**src/rtl/online_pkg.sv**
```systemverilog
// rtl/online_pkg.sv - shared digit types, FSM states and digit helpers for the on-line SD adder
//
// Purpose: common definitions for online_sd_adder_mc and online_sd_add_lane.
//   sd_digit_t  : borrow-save signed digit {plus, minus}; (1,0)=+1, (0,1)=-1, else 0
//   state_t     : frame FSM states (ACCEPT, FLUSH1, FLUSH2)
//   tw_t        : transfer/residual pair produced by the digit selection rule
//   sd_to_int   : borrow-save digit to -1/0/+1
//   int_to_sd   : -1/0/+1 to canonical borrow-save digit (never (1,1))
//   select_tw   : (t,w) selection from s_j and the look-ahead s_{j+1}
package online_pkg;

  typedef struct packed {
    logic plus;
    logic minus;
  } sd_digit_t;

  // Two look-ahead/flush steps between the last input digit and the last output digit.
  localparam int ONLINE_DELAY = 2;

  typedef enum logic [1:0] {
    ST_ACCEPT = 2'd0,
    ST_FLUSH1 = 2'd1,
    ST_FLUSH2 = 2'd2
  } state_t;

  typedef struct packed {
    logic signed [1:0] t;
    logic signed [1:0] w;
  } tw_t;

  function automatic logic signed [1:0] sd_to_int(input sd_digit_t d);
    logic signed [1:0] v;
    v = 2'sd0;
    if (d.plus && !d.minus) begin
      v = 2'sd1;
    end else if (!d.plus && d.minus) begin
      v = -2'sd1;
    end
    return v;
  endfunction

  function automatic sd_digit_t int_to_sd(input logic signed [1:0] v);
    sd_digit_t d;
    d.plus  = (v == 2'sd1);
    d.minus = (v == -2'sd1);
    return d;
  endfunction

  // s in {-2..2}; s_next decides whether a +-1 is pushed up as a transfer
  // or kept as a residual, so that w + t of the next position stays in {-1,0,1}.
  function automatic tw_t select_tw(input logic signed [2:0] s,
                                    input logic signed [2:0] s_next);
    tw_t r;
    r.t = 2'sd0;
    r.w = 2'sd0;
    if (s == 3'sd2) begin
      r.t = 2'sd1;
    end else if (s == -3'sd2) begin
      r.t = -2'sd1;
    end else if (s == 3'sd1) begin
      if (s_next >= 3'sd0) begin
        r.t = 2'sd1;
        r.w = -2'sd1;
      end else begin
        r.w = 2'sd1;
      end
    end else if (s == -3'sd1) begin
      if (s_next >= 3'sd0) begin
        r.w = -2'sd1;
      end else begin
        r.t = -2'sd1;
        r.w = 2'sd1;
      end
    end
    return r;
  endfunction

endpackage

```
**src/rtl/online_sd_add_lane.sv**
```systemverilog
// rtl/online_sd_add_lane.sv - one lane of the on-line SD adder: s/t/w history and z generation
//
// Purpose: forms s_j = x_j +- y_j for the digit presented in the current step,
//   resolves (t,w) of the previous digit using s_j as look-ahead and offers
//   z = w_pending + t combinationally; history advances on i_step.
// Ports:
//   clk, rst_n : clock, synchronous active-low reset
//   i_step     : shared step strobe (history advances)
//   i_first    : step carries digit 0 (sub is captured)
//   i_zero     : inject a zero digit (flush steps)
//   i_clr      : last step of the frame; history cleared instead of updated
//   i_sub      : subtract request, only meaningful with digit 0
//   i_x, i_y   : operand digits (borrow-save)
//   o_z        : result digit for this step (canonical)
module online_sd_add_lane
  import online_pkg::*;
(
  input  logic      clk,
  input  logic      rst_n,
  input  logic      i_step,
  input  logic      i_first,
  input  logic      i_zero,
  input  logic      i_clr,
  input  logic      i_sub,
  input  sd_digit_t i_x,
  input  sd_digit_t i_y,
  output sd_digit_t o_z
);

  logic signed [2:0] r_s_prev;
  logic signed [1:0] r_w_prev;
  logic              r_sub;

  logic              w_sub;
  logic signed [1:0] w_xv;
  logic signed [1:0] w_yv;
  logic signed [2:0] w_x3;
  logic signed [2:0] w_y3;
  logic signed [2:0] w_s;
  logic signed [2:0] w_zsum;
  tw_t               w_tw;

  always_comb begin
    w_sub = i_first ? i_sub : r_sub;
    w_xv  = sd_to_int(i_x);
    w_yv  = sd_to_int(i_y);
    w_x3  = {w_xv[1], w_xv};
    w_y3  = {w_yv[1], w_yv};
    w_s   = 3'sd0;
    if (!i_zero) begin
      w_s = w_sub ? (w_x3 - w_y3) : (w_x3 + w_y3);
    end
    // (t,w) of the previous digit; its look-ahead is the digit arriving now.
    // After a clear r_s_prev=0, so digit 0's step yields t=w=0 and no stale residual.
    w_tw   = select_tw(r_s_prev, w_s);
    w_zsum = {r_w_prev[1], r_w_prev} + {w_tw.t[1], w_tw.t};
    o_z    = int_to_sd(w_zsum[1:0]);
  end

  always_ff @(posedge clk) begin
    if (!rst_n) begin
      r_s_prev <= '0;
      r_w_prev <= '0;
      r_sub    <= 1'b0;
    end else if (i_step) begin
      if (i_clr) begin
        r_s_prev <= '0;
        r_w_prev <= '0;
        r_sub    <= 1'b0;
      end else begin
        r_s_prev <= w_s;
        r_w_prev <= w_tw.w;
        r_sub    <= w_sub;
      end
    end
  end

endmodule

```
**src/rtl/online_sd_adder_mc.sv**
```systemverilog
// rtl/online_sd_adder_mc.sv - multi-lane framed on-line SD adder/subtractor, on-line delay 2
//
// Purpose: LANES independent MSD-first signed-digit adders sharing one valid/ready
//   handshake; each DIGITS-digit frame yields DIGITS+1 result digits.
// Ports:
//   clk, rst_n          : clock, synchronous active-low reset
//   in_valid, in_ready  : input digit handshake (digit j of every lane)
//   sub                 : per-lane subtract, captured with digit 0
//   x_plus/x_minus      : per-lane x digit (borrow-save)
//   y_plus/y_minus      : per-lane y digit (borrow-save)
//   out_valid, out_ready: output digit handshake
//   z_plus/z_minus      : per-lane canonical result digit
//   out_first, out_last : mark z_0 and z_DIGITS
//   busy                : frame in progress or output pending
module online_sd_adder_mc
  import online_pkg::*;
#(
  parameter int LANES  = 1,
  parameter int DIGITS = 8
) (
  input  logic             clk,
  input  logic             rst_n,
  input  logic             in_valid,
  output logic             in_ready,
  input  logic [LANES-1:0] sub,
  input  logic [LANES-1:0] x_plus,
  input  logic [LANES-1:0] x_minus,
  input  logic [LANES-1:0] y_plus,
  input  logic [LANES-1:0] y_minus,
  output logic             out_valid,
  input  logic             out_ready,
  output logic [LANES-1:0] z_plus,
  output logic [LANES-1:0] z_minus,
  output logic             out_first,
  output logic             out_last,
  output logic             busy
);

  localparam int            CW     = $clog2(DIGITS + 1);
  localparam logic [CW-1:0] LAST_C = CW'(DIGITS - 1);
  localparam logic [CW-1:0] ONE_C  = CW'(1);

  state_t           r_state;
  logic [CW-1:0]    r_cnt;
  logic             r_out_valid;
  logic [LANES-1:0] r_z_plus;
  logic [LANES-1:0] r_z_minus;
  logic             r_out_first;
  logic             r_out_last;

  state_t           w_state_nxt;
  logic [CW-1:0]    w_cnt_nxt;
  logic             w_slot_free;
  logic             w_in_ready;
  logic             w_step;
  logic             w_load;
  logic             w_first;
  logic             w_last;
  logic             w_clr;
  logic             w_zero;
  logic             w_dig0;
  logic [LANES-1:0] w_z_plus;
  logic [LANES-1:0] w_z_minus;

  always_ff @(posedge clk) begin
    if (!rst_n) begin
      r_state <= ST_ACCEPT;
      r_cnt   <= '0;
    end else begin
      r_state <= w_state_nxt;
      r_cnt   <= w_cnt_nxt;
    end
  end

  always_comb begin
    w_state_nxt = r_state;
    w_cnt_nxt   = r_cnt;
    w_slot_free = !r_out_valid || out_ready;
    w_in_ready  = 1'b0;
    w_step      = 1'b0;
    w_load      = 1'b0;
    w_first     = 1'b0;
    w_last      = 1'b0;
    w_clr       = 1'b0;
    w_zero      = 1'b0;
    w_dig0      = 1'b0;
    case (r_state)
      ST_ACCEPT: begin
        w_in_ready = w_slot_free;
        w_step     = in_valid && w_slot_free;
        w_dig0     = (r_cnt == '0);
        // Digit 0 only primes the history; digit c produces z_{c-1}.
        w_load     = w_step && (r_cnt != '0);
        w_first    = (r_cnt == ONE_C);
        if (w_step) begin
          if (r_cnt == LAST_C) begin
            w_cnt_nxt   = '0;
            w_state_nxt = ST_FLUSH1;
          end else begin
            w_cnt_nxt = r_cnt + ONE_C;
          end
        end
      end
      ST_FLUSH1: begin
        w_zero = 1'b1;
        w_step = w_slot_free;
        w_load = w_step;
        if (w_step) begin
          w_state_nxt = ST_FLUSH2;
        end
      end
      ST_FLUSH2: begin
        w_zero = 1'b1;
        w_step = w_slot_free;
        w_load = w_step;
        w_last = 1'b1;
        w_clr  = w_step;
        if (w_step) begin
          w_state_nxt = ST_ACCEPT;
        end
      end
      default: begin
        w_state_nxt = ST_ACCEPT;
        w_cnt_nxt   = '0;
      end
    endcase
  end

  for (genvar l = 0; l < LANES; l++) begin : g_lane
    sd_digit_t w_zl;

    online_sd_add_lane u_lane (
      .clk     (clk),
      .rst_n   (rst_n),
      .i_step  (w_step),
      .i_first (w_dig0),
      .i_zero  (w_zero),
      .i_clr   (w_clr),
      .i_sub   (sub[l]),
      .i_x     (sd_digit_t'({x_plus[l], x_minus[l]})),
      .i_y     (sd_digit_t'({y_plus[l], y_minus[l]})),
      .o_z     (w_zl)
    );

    assign w_z_plus[l]  = w_zl.plus;
    assign w_z_minus[l] = w_zl.minus;
  end

  // A load in the same cycle as a consume replaces the digit and keeps valid high.
  always_ff @(posedge clk) begin
    if (!rst_n) begin
      r_out_valid <= 1'b0;
      r_z_plus    <= '0;
      r_z_minus   <= '0;
      r_out_first <= 1'b0;
      r_out_last  <= 1'b0;
    end else if (w_load) begin
      r_out_valid <= 1'b1;
      r_z_plus    <= w_z_plus;
      r_z_minus   <= w_z_minus;
      r_out_first <= w_first;
      r_out_last  <= w_last;
    end else if (out_ready) begin
      r_out_valid <= 1'b0;
    end
  end

  assign in_ready  = w_in_ready;
  assign out_valid = r_out_valid;
  assign z_plus    = r_z_plus;
  assign z_minus   = r_z_minus;
  assign out_first = r_out_first;
  assign out_last  = r_out_last;
  assign busy      = (r_cnt != '0) || (r_state != ST_ACCEPT) || r_out_valid;

endmodule

```
**config.mk**
```make
export PLATFORM = sky130hd
export DESIGN_NAME = online_sd_adder_mc
export DESIGN_NICKNAME = d
export VERILOG_FILES = /design/src/rtl/online_pkg.sv /design/src/rtl/online_sd_add_lane.sv /design/src/rtl/online_sd_adder_mc.sv
export SDC_FILE = /design/constraint.sdc
export NUM_CORES = 1
export LEC_CHECK = 0
export CAP_MARGIN = 30
export CORE_AREA = 2 2 48 50
export DETAILED_ROUTE_END_ITERATION = 10
export DIE_AREA = 0 0 50 52
export GPL_TIMING_DRIVEN = 0
export PLACE_DENSITY = 0.83
export SLEW_MARGIN = 40
export SYNTH_ARGS = -nofsm -noshare
export SYNTH_HDL_FRONTEND = slang
export SYNTH_SLANG_ARGS = --single-unit
export TNS_END_PERCENT = 50
```
**constraint.sdc**
```tcl
create_clock -name clk -period 4.8 [get_ports clk]
set_clock_uncertainty 0.05 [all_clocks]
set_input_delay 0.48 -clock clk [delete_from_list [all_inputs] [get_ports clk]]
set_output_delay 0.48 -clock clk [all_outputs]
set_load 0.05 [all_outputs]
```
==> qor.csv, run 1 <==
stage;metric;value;unit
die;die_x;50;um
clock_tree;cts_setup_buffers;0;
finish;drive_above_1_share;6.803;%
timing;fin_crit_sh;67.36;%
detailed_routing;drtPass1Iterations;4;
power;worst_ir_drop_vdd;167.6;uV
yosys;yosys_warnings;0;
finish;diodes;0;
setup_path;rr_worst_depth;14;
grt;antenna_found_initial;0;
finish;fill_cells;178;
setup_path;crit_chain;inv_1 -> ha_1 -> and3_1 -> mux2i_1 -> mux2i_1 -> fa_1 -> nor2b_1 -> nand2_1 -> nand2_1 -> a32o_1 -> ha_1 -> xor2_1 -> xnor2_1 -> o31ai_1;
setup_path;cp.buffers_inverters;1;
setup_path;slowest_delay;0.39;ns
detailed_routing;detail_route.wl_per_cell;12.74;um
yosys;synth_top_cell_area_share;30.36;%
die;die_area;2600;sq um
detailed_routing;drtIter0Drc;13;
clock_tree;tritoncts;built;
clock_tree;cts_sinks;17;
timing;setup_ws;1.566;ns
timing;max_freq;309.3;MHz
detailed_routing;drc;0;
grt;grt_max_degree;11;
clock_tree;ctsResizeCount;0;
placement;pre_cts_slack;1.506;ns
timing;slew-limit-headroom;66.26;%
detailed_routing;drt_wl_total;2229;um
timing;rsz0062_at_grt;false;
detailed_routing;antenna_left;0;
timing;fin_tns_setup;0;ns
yosys;ys_types;38;
clock_tree;cts_made_buffers;3;
placement;port-buffer-count;14;
timing;hold_viol;0;
yosys;yosysSeqAreaShare;30.36;%
die;num_rows;17;
yosys;synthCells;129;
yosys;syn_nets;153;
timing;slew_viol_final;0;
clock_tree;htreeDepth;1;
hold_path;min_path_cells;2;
clock_tree;clkLatencyLatePin;0.30;ns
yosys;yosys-top-cells-area;dfxtp_1 (30%), ha_1 (16%), nand2_1 (5.7%), mux2i_1 (3.6%), a21boi_0 (3.3%);
die;fp.dieH;52;um
die;start_util;53.24;%
setup_path;critPathLaunchType;flip-flop;
timing;fin_crit;3.234;ns
hold_path;hold_path_class;flip-flop to flip-flop;
power;power_leakage;0.5348;nW
setup_path;critPathKind;flip-flop to flip-flop;
setup_path;crit_fanout;9;
placement;hpwl;1798;um
finish;syn2layout_area_growth;18.08;%
setup_path;cp_data_arrival_time;3.40;ns
placement;gp_congestion;0.8405;
setup_path;crit_slowest_cell;fa_1;
timing;tightest_slew;0.5019;ns
detailed_routing;vias;982;
job;maxCapViolCount;0;
setup_path;end_kind;flip-flop;
die;core_area;2106;sq um
setup_path;crit_cells;14;
clock_tree;cts.clk_slew.worst_paths;0.10;ns
run_status;status;finished clean;
setup_path;critPathTopFamily;adder cells;
timing;finalSetupViolations;0;
clock_tree;cts.hold.buffers_added;0;
setup_path;required;4.96;ns
grt;grt-ovfl-total;0;
clock_tree;clk_path_buf_depth;2;
detailed_routing;vias_per_cell;5.611;
grt;track_usage;19.70;%
grt;grt_pass1_wl;4022;um
yosys;syn_area_per_cell;8.691;sq um
yosys;yosysTopAreaCell;dfxtp_1;
power;powerDensity;235.4;nW/um^2
finish;most-common-layout-cells;nand2_1 (17), dfxtp_1 (17), ha_1 (14), clkdlybuf4s50_1 (14), inv_1 (8);
yosys;synth-seq-cells;17;
grt;first_global_vias;945;
die;io_pins;16;
finish;fin_nets;172;
yosys;synth.cell_area;1121;sq um
clock_tree;clockRootBuffer;clkbuf_4;
## where the power goes
group          internal [mW]  switching [mW]  total [mW]
sequential             0.148         0.00609       0.154
clock                 0.0311          0.0474      0.0784
combinational         0.0347          0.0446      0.0793
## layer usage
metal,routed length (um),global-route usage [%],up-vias
met5,0,0,-
met4,34,9.722,0
met3,52,2.586,5
met2,1134,34.43,17
met1,1008,23.67,471
li1,-,-,489
## state kept, by name, summed over array words and instances (netlist names)
signal	flops
g_lane.u_lane.r_s_prev	3
g_lane.u_lane.r_sub	1
g_lane.u_lane.r_w_prev	2
out_first	1
out_last	1
out_valid	1
r_cnt	4
r_state	2
z_minus	1
z_plus	1
## through the flow
step	instance area, sq um	util (%)	hold WS, ns	power, mW	instances
floorplan	1121	-	0.3932	0.2116	129
global placement	1296	61.56	0.3925	0.2336	171
detailed placement	1296	61.56	0.4109	0.2370	171
CTS	1324	62.86	0.4262	0.3155	175
global route	1324	62.86	0.4457	0.3304	175
finish	1324	62.86	0.4157	0.3117	175
## Yosys cell counts (all sizes together)
cell type / n
a22oi: 3
o21bai: 1
a2111o: 1
a2111oi: 1
nand2: 17
o21ai: 3
o21a: 1
xnor2: 1
nand4: 2
xor2: 1
mux2i: 4
buf: 1
a31o: 1
o211a: 1
nand2b: 4
nor2: 6
fa: 1
a32o: 3
nor2b: 6
and3: 1
nand3b: 1
inv: 9
nand3: 6
dfxtp: 17
ha: 14
and2: 1
nor4: 1
or3: 1
a211o: 1
clkbuf: 4
nor3b: 3
a21boi: 6
o22ai: 1
a21oi: 4
o31ai: 1
## worst register-to-register path, cell delays in order, from the launching register on
cell and delay, ns:
dfxtp_1 0.37, inv_1 0.12, ha_1 0.33, and3_1 0.26, mux2i_1 0.29, mux2i_1 0.13, fa_1 0.39, nor2b_1 0.16
nand2_1 0.07, nand2_1 0.05, a32o_1 0.22, ha_1 0.21, xor2_1 0.15, xnor2_1 0.15, o31ai_1 0.23
## layout make-up
class / count / area [sq um] / area share (%)
Multi-Input combinational cell: 98 / 724.4 / 54.73
Tap cell: 28 / 35.03 / 2.647
Clock inverter: 1 / 5.005 / 0.3781
Sequential cell: 17 / 340.3 / 25.71
Inverter: 9 / 33.78 / 2.552
Timing Repair Buffer: 14 / 140.1 / 10.59
Clock buffer: 3 / 22.52 / 1.701
Buffer: 5 / 22.52 / 1.701
## cell families (layout without fill, tap and decap cells)
kind of cell             after synthesis  after routing  share of synthesized area, %
AND/OR/NAND/NOR                       49             49                         22.55
multiplexers                           4              4                         3.572
adder cells (fa/ha/maj)               15             15                         17.41
buffers and inverters                 14             32                         5.022
flip-flops                            17             17                         30.36
XOR/XNOR                               2              2                         1.563
AO/OA/AOI/OAI                         28             28                         19.53
## path summary, 6_finish.rpt
path / start / endpoint / slack [ns]
setup reg to reg: r_state[0] / z_minus / 1.57
hold / removal: out_last / out_last / 0.42
hold reg to reg: out_last / out_last / 0.42
setup / recovery: r_state[0] / z_minus / 1.57
No activity file was read; power rests on OpenSTA's default activity.
==> run 2: changes to the inputs <==
--- a/config.mk
+++ b/config.mk
@@ -6,11 +6,11 @@
 export NUM_CORES = 1
 export LEC_CHECK = 0
 export CAP_MARGIN = 30
-export CORE_AREA = 2 2 48 50
+export CORE_AREA = 2 2 52 54
 export DETAILED_ROUTE_END_ITERATION = 10
-export DIE_AREA = 0 0 50 52
+export DIE_AREA = 0 0 54 56
 export GPL_TIMING_DRIVEN = 0
-export PLACE_DENSITY = 0.83
+export PLACE_DENSITY = 0.76
 export SLEW_MARGIN = 40
 export SYNTH_ARGS = -nofsm -noshare
 export SYNTH_HDL_FRONTEND = slang
==> constraint.sdc (replaced) <==
create_clock -name clk -period 2.8 [get_ports clk]
set_clock_uncertainty 0.05 [all_clocks]
set_input_delay 0.28 -clock clk [delete_from_list [all_inputs] [get_ports clk]]
set_output_delay 0.28 -clock clk [all_outputs]
set_load 0.05 [all_outputs]
==> qor.csv, run 2 (synthesis gave the netlist of run 1 again) <==
stage;metric;value;unit;change
finish;most-common-layout-cells;nand2_1 (17), clkdlybuf4s50_1 (14), dfxtp_1 (13);;was nand2_1 (17), dfxtp_1 (17), ha_1 (14), clkdlybuf4s50_1 (14), inv_1 (8)
grt;antenna_found_initial;0;;unchanged
detailed_routing;antenna_left;0;;unchanged
setup_path;end_kind;flip-flop;;unchanged
die;die_x;54;um;was 50 um
finish;fin_nets;179;;was 172
finish;fill_cells;226;;was 178
detailed_routing;drtIter0Drc;17;;was 13
placement;pre_cts_slack;-0.3143;ns;was 1.506 ns
finish;final_area;1426;sq um;was 1324 sq um
clock_tree;tritoncts;built;;unchanged
finish;final_util;58.64;%;was 62.86%
die;num_rows;18;;was 17
power;powerDensity;385.7;nW/um^2;was 235.4 nW/um^2
finish;regMostFlops;r_cnt;;unchanged
die;fp.dieH;56;um;was 52 um
setup_path;crit_slowest_cell;dfxtp_4;;was fa_1
clock_tree;cts_sinks;17;;unchanged
setup_path;r2r_slack;-0.01;ns;was 1.57 ns
setup_path;cp_data_arrival_time;2.96;ns;was 3.40 ns
setup_path;crit_cells;14;;unchanged
clock_tree;clockRootBuffer;clkbuf_4;;unchanged
setup_path;critPathLaunchType;flip-flop;;unchanged
clock_tree;cts.clk_slew.worst_paths;0.10;ns;about the same
run_status;status;finished, violations left;;was finished clean
job;maxCapViolCount;0;;unchanged
timing;hold_viol;0;;unchanged
setup_path;crit_chain;inv_4 -> ha_4 -> and3_4 -> mux2i_2 -> mux2i_1 -> fa_2 -> nor2b_4 -> nand2_1 -> nand2_1 -> a32o_2 -> ha_2 -> xor2_1 -> xnor2_1 -> a32o_1;;was inv_1 -> ha_1 -> and3_1 -> mux2i_1 -> mux2i_1 -> fa_1 -> nor2b_1 -> nand2_1 -> nand2_1 -> a32o_1 -> ha_1 -> xor2_1 -> xnor2_1 -> o31ai_1
timing;finalSetupViolations;1;;was 0
timing;rsz0062_at_grt;true;;was false
detailed_routing;vias_per_cell;5.495;;was 5.611
placement;hpwl;1774;um;was 1798 um
die;start_util;46.09;%;was 53.24%
timing;max_freq;355.7;MHz;was 309.3 MHz
setup_path;crit_fanout;4;;was 9
placement;placed_area;1311;sq um;was 1296 sq um
power;p_total;0.5502;mW;was 0.3117 mW
power;power_leakage;0.5752;nW;was 0.5348 nW
grt;first_global_vias;966;;was 945
run_status;violations;negative setup slack;;
hold_path;hold_path_class;input pin to flip-flop;;was flip-flop to flip-flop
timing;fin_crit;2.812;ns;was 3.234 ns
timing;whs;0.3079;ns;was 0.4157 ns
grt;track_usage;17.05;%;was 19.70%
finish;syn2layout_area_growth;27.23;%;was 18.08%
timing;slew-limit-headroom;66.87;%;was 66.26%
timing;setup_ws;-0.01174;ns;was 1.566 ns
finish;drive_above_1_share;21.43;%;was 6.803%
hold_path;min_path_cells;3;;was 2
placement;gp_congestion;0.7610;;was 0.8405
setup_path;required;2.95;ns;was 4.96 ns
timing;fin_crit_sh;100.4;%;was 67.36%
finish;reg.largest.list;r_cnt: 4 flops, g_lane.u_lane.r_s_prev: 3 flops;;unchanged
detailed_routing;detail_route.wl_per_cell;13.01;um;was 12.74 um
clock_tree;clkLatencyLatePin;0.29;ns;was 0.30 ns
setup_path;critPathTopFamily;adder cells;;unchanged
die;io_pins;16;;unchanged
power;worst_ir_drop_vdd;232.4;uV;was 167.6 uV
timing;tightest_slew;0.4928;ns;was 0.5019 ns
placement;port-buffer-count;14;;unchanged
die;die_area;3024;sq um;was 2600 sq um
setup_path;critPathKind;flip-flop to flip-flop;;unchanged
setup_path;crit_top_cell;nand2_1;;
detailed_routing;vias;1011;;was 982
clock_tree;cts_made_buffers;3;;unchanged
finish;final_common_cell;nand2_1;;
detailed_routing;drt_wl_total;2393;um;was 2229 um
clock_tree;clk_path_buf_depth;2;;unchanged
finish;largest_register_ffs;4;;unchanged
grt;grt-ovfl-total;0;;unchanged
grt;grt_max_degree;11;;unchanged
setup_path;rr_worst_depth;14;;unchanged
detailed_routing;drc;0;;unchanged
timing;slew_viol_final;0;;unchanged
detailed_routing;drtPass1Iterations;4;;unchanged
setup_path;slowest_delay;0.38;ns;was 0.39 ns
finish;diodes;0;;unchanged
setup_path;cp.buffers_inverters;1;;unchanged
die;core_area;2432;sq um;was 2106 sq um
grt;grt_pass1_wl;3912;um;was 4022 um
clock_tree;htreeDepth;1;;unchanged
[run 2: cell types whose count changed in the layout (fill, tap and decap cells not counted), sizes merged]
cell | before | now
buf | 1 | 8
[run 2: power breakdown]
group | leakage, nW | switching, mW | total (mW) | internal, mW
clock | 0.0177 | 0.0814 | 0.135 | 0.0532
sequential | 0.140 | 0.0101 | 0.263 | 0.253
combinational | 0.417 | 0.0803 | 0.152 | 0.0722
[run 2: final cells by class]
cell class / instances / area (sq um) / share of cell area [%]
tap: 30 / 37.54 / 2.632
clock inverter: 1 / 5.005 / 0.3509
clock buffer: 3 / 22.52 / 1.579
buffer: 5 / 22.52 / 1.579
timing repair buffer: 21 / 192.7 / 13.51
inverter: 9 / 36.28 / 2.544
sequential: 17 / 347.8 / 24.39
multi-input combinational: 98 / 762.0 / 53.42
[run 2: worst register-to-register path: stages, from the launching register on]
cell and delay (ns):
dfxtp_4 0.38, inv_4 0.07, ha_4 0.13, and3_4 0.20, mux2i_2 0.24, mux2i_1 0.13, fa_2 0.38, nor2b_4 0.14
nand2_1 0.06, nand2_1 0.05, a32o_2 0.24, ha_2 0.17, xor2_1 0.15, xnor2_1 0.14, a32o_1 0.21
[run 2: per-stage QoR]
step	instances	setup TNS (ns)
after detailed placement	173	-0.6195
after CTS	180	-0.01146
after floorplan	129	0
after global placement	173	-0.4627
final	184	-0.01174
after global routing	184	-0.2780
[run 2: path summary, 6_finish.rpt]
path / startpoint / endpoint
hold / removal: rst_n / z_minus
setup / recovery: r_state[0] / z_plus
hold reg to reg: out_first / out_first
setup reg to reg: r_state[0] / z_plus
[run 2: timing repair]
item | 4_1_cts | 5_1_grt
endpoints found under the setup margin | 2 | 2
resized for setup | 7 | 10
endpoints found under the hold margin | 0 | 0
hold buffers | 0 | 0
pin swaps | 2 | 8
setup buffers | 3 | 4
[run 2: routing by layer]
layer | vias to the layer above | routed length (um) | share of wire [%] | global-route usage, %
met4 | 0 | 53 | 2.2 | 8.571
met5 | - | 0 | 0 | 0
met3 | 5 | 60 | 2.5 | 1.613
met1 | 483 | 1121 | 47 | 22.33
met2 | 16 | 1159 | 48 | 27.00
li1 | 507 | - | - | -
==> run 3: changes to the inputs <==
--- a/config.mk
+++ b/config.mk
@@ -9,7 +9,9 @@
 export CORE_AREA = 2 2 52 54
 export DETAILED_ROUTE_END_ITERATION = 10
 export DIE_AREA = 0 0 54 56
+export GPL_ROUTABILITY_DRIVEN = 0
 export GPL_TIMING_DRIVEN = 0
+export HOLD_SLACK_MARGIN = 0.15
 export PLACE_DENSITY = 0.76
 export SLEW_MARGIN = 40
 export SYNTH_ARGS = -nofsm -noshare
==> constraint.sdc (replaced) <==
create_clock -name clk -period 2.8 [get_ports clk]
set_clock_uncertainty 0.05 [all_clocks]
set_input_delay 0.28 -clock clk [delete_from_list [all_inputs] [get_ports clk]]
set_output_delay 0.28 -clock clk [all_outputs]
set_load 0.02 [all_outputs]
==> results of run 3 <==
Same layout as run 2 (identical final DEF). Status: finished, violations left: negative setup slack.
Among the figures that moved: total power 0.5502 mW -> 0.5371 mW; worst IR drop on VDD 232.4 uV -> 226.6 uV
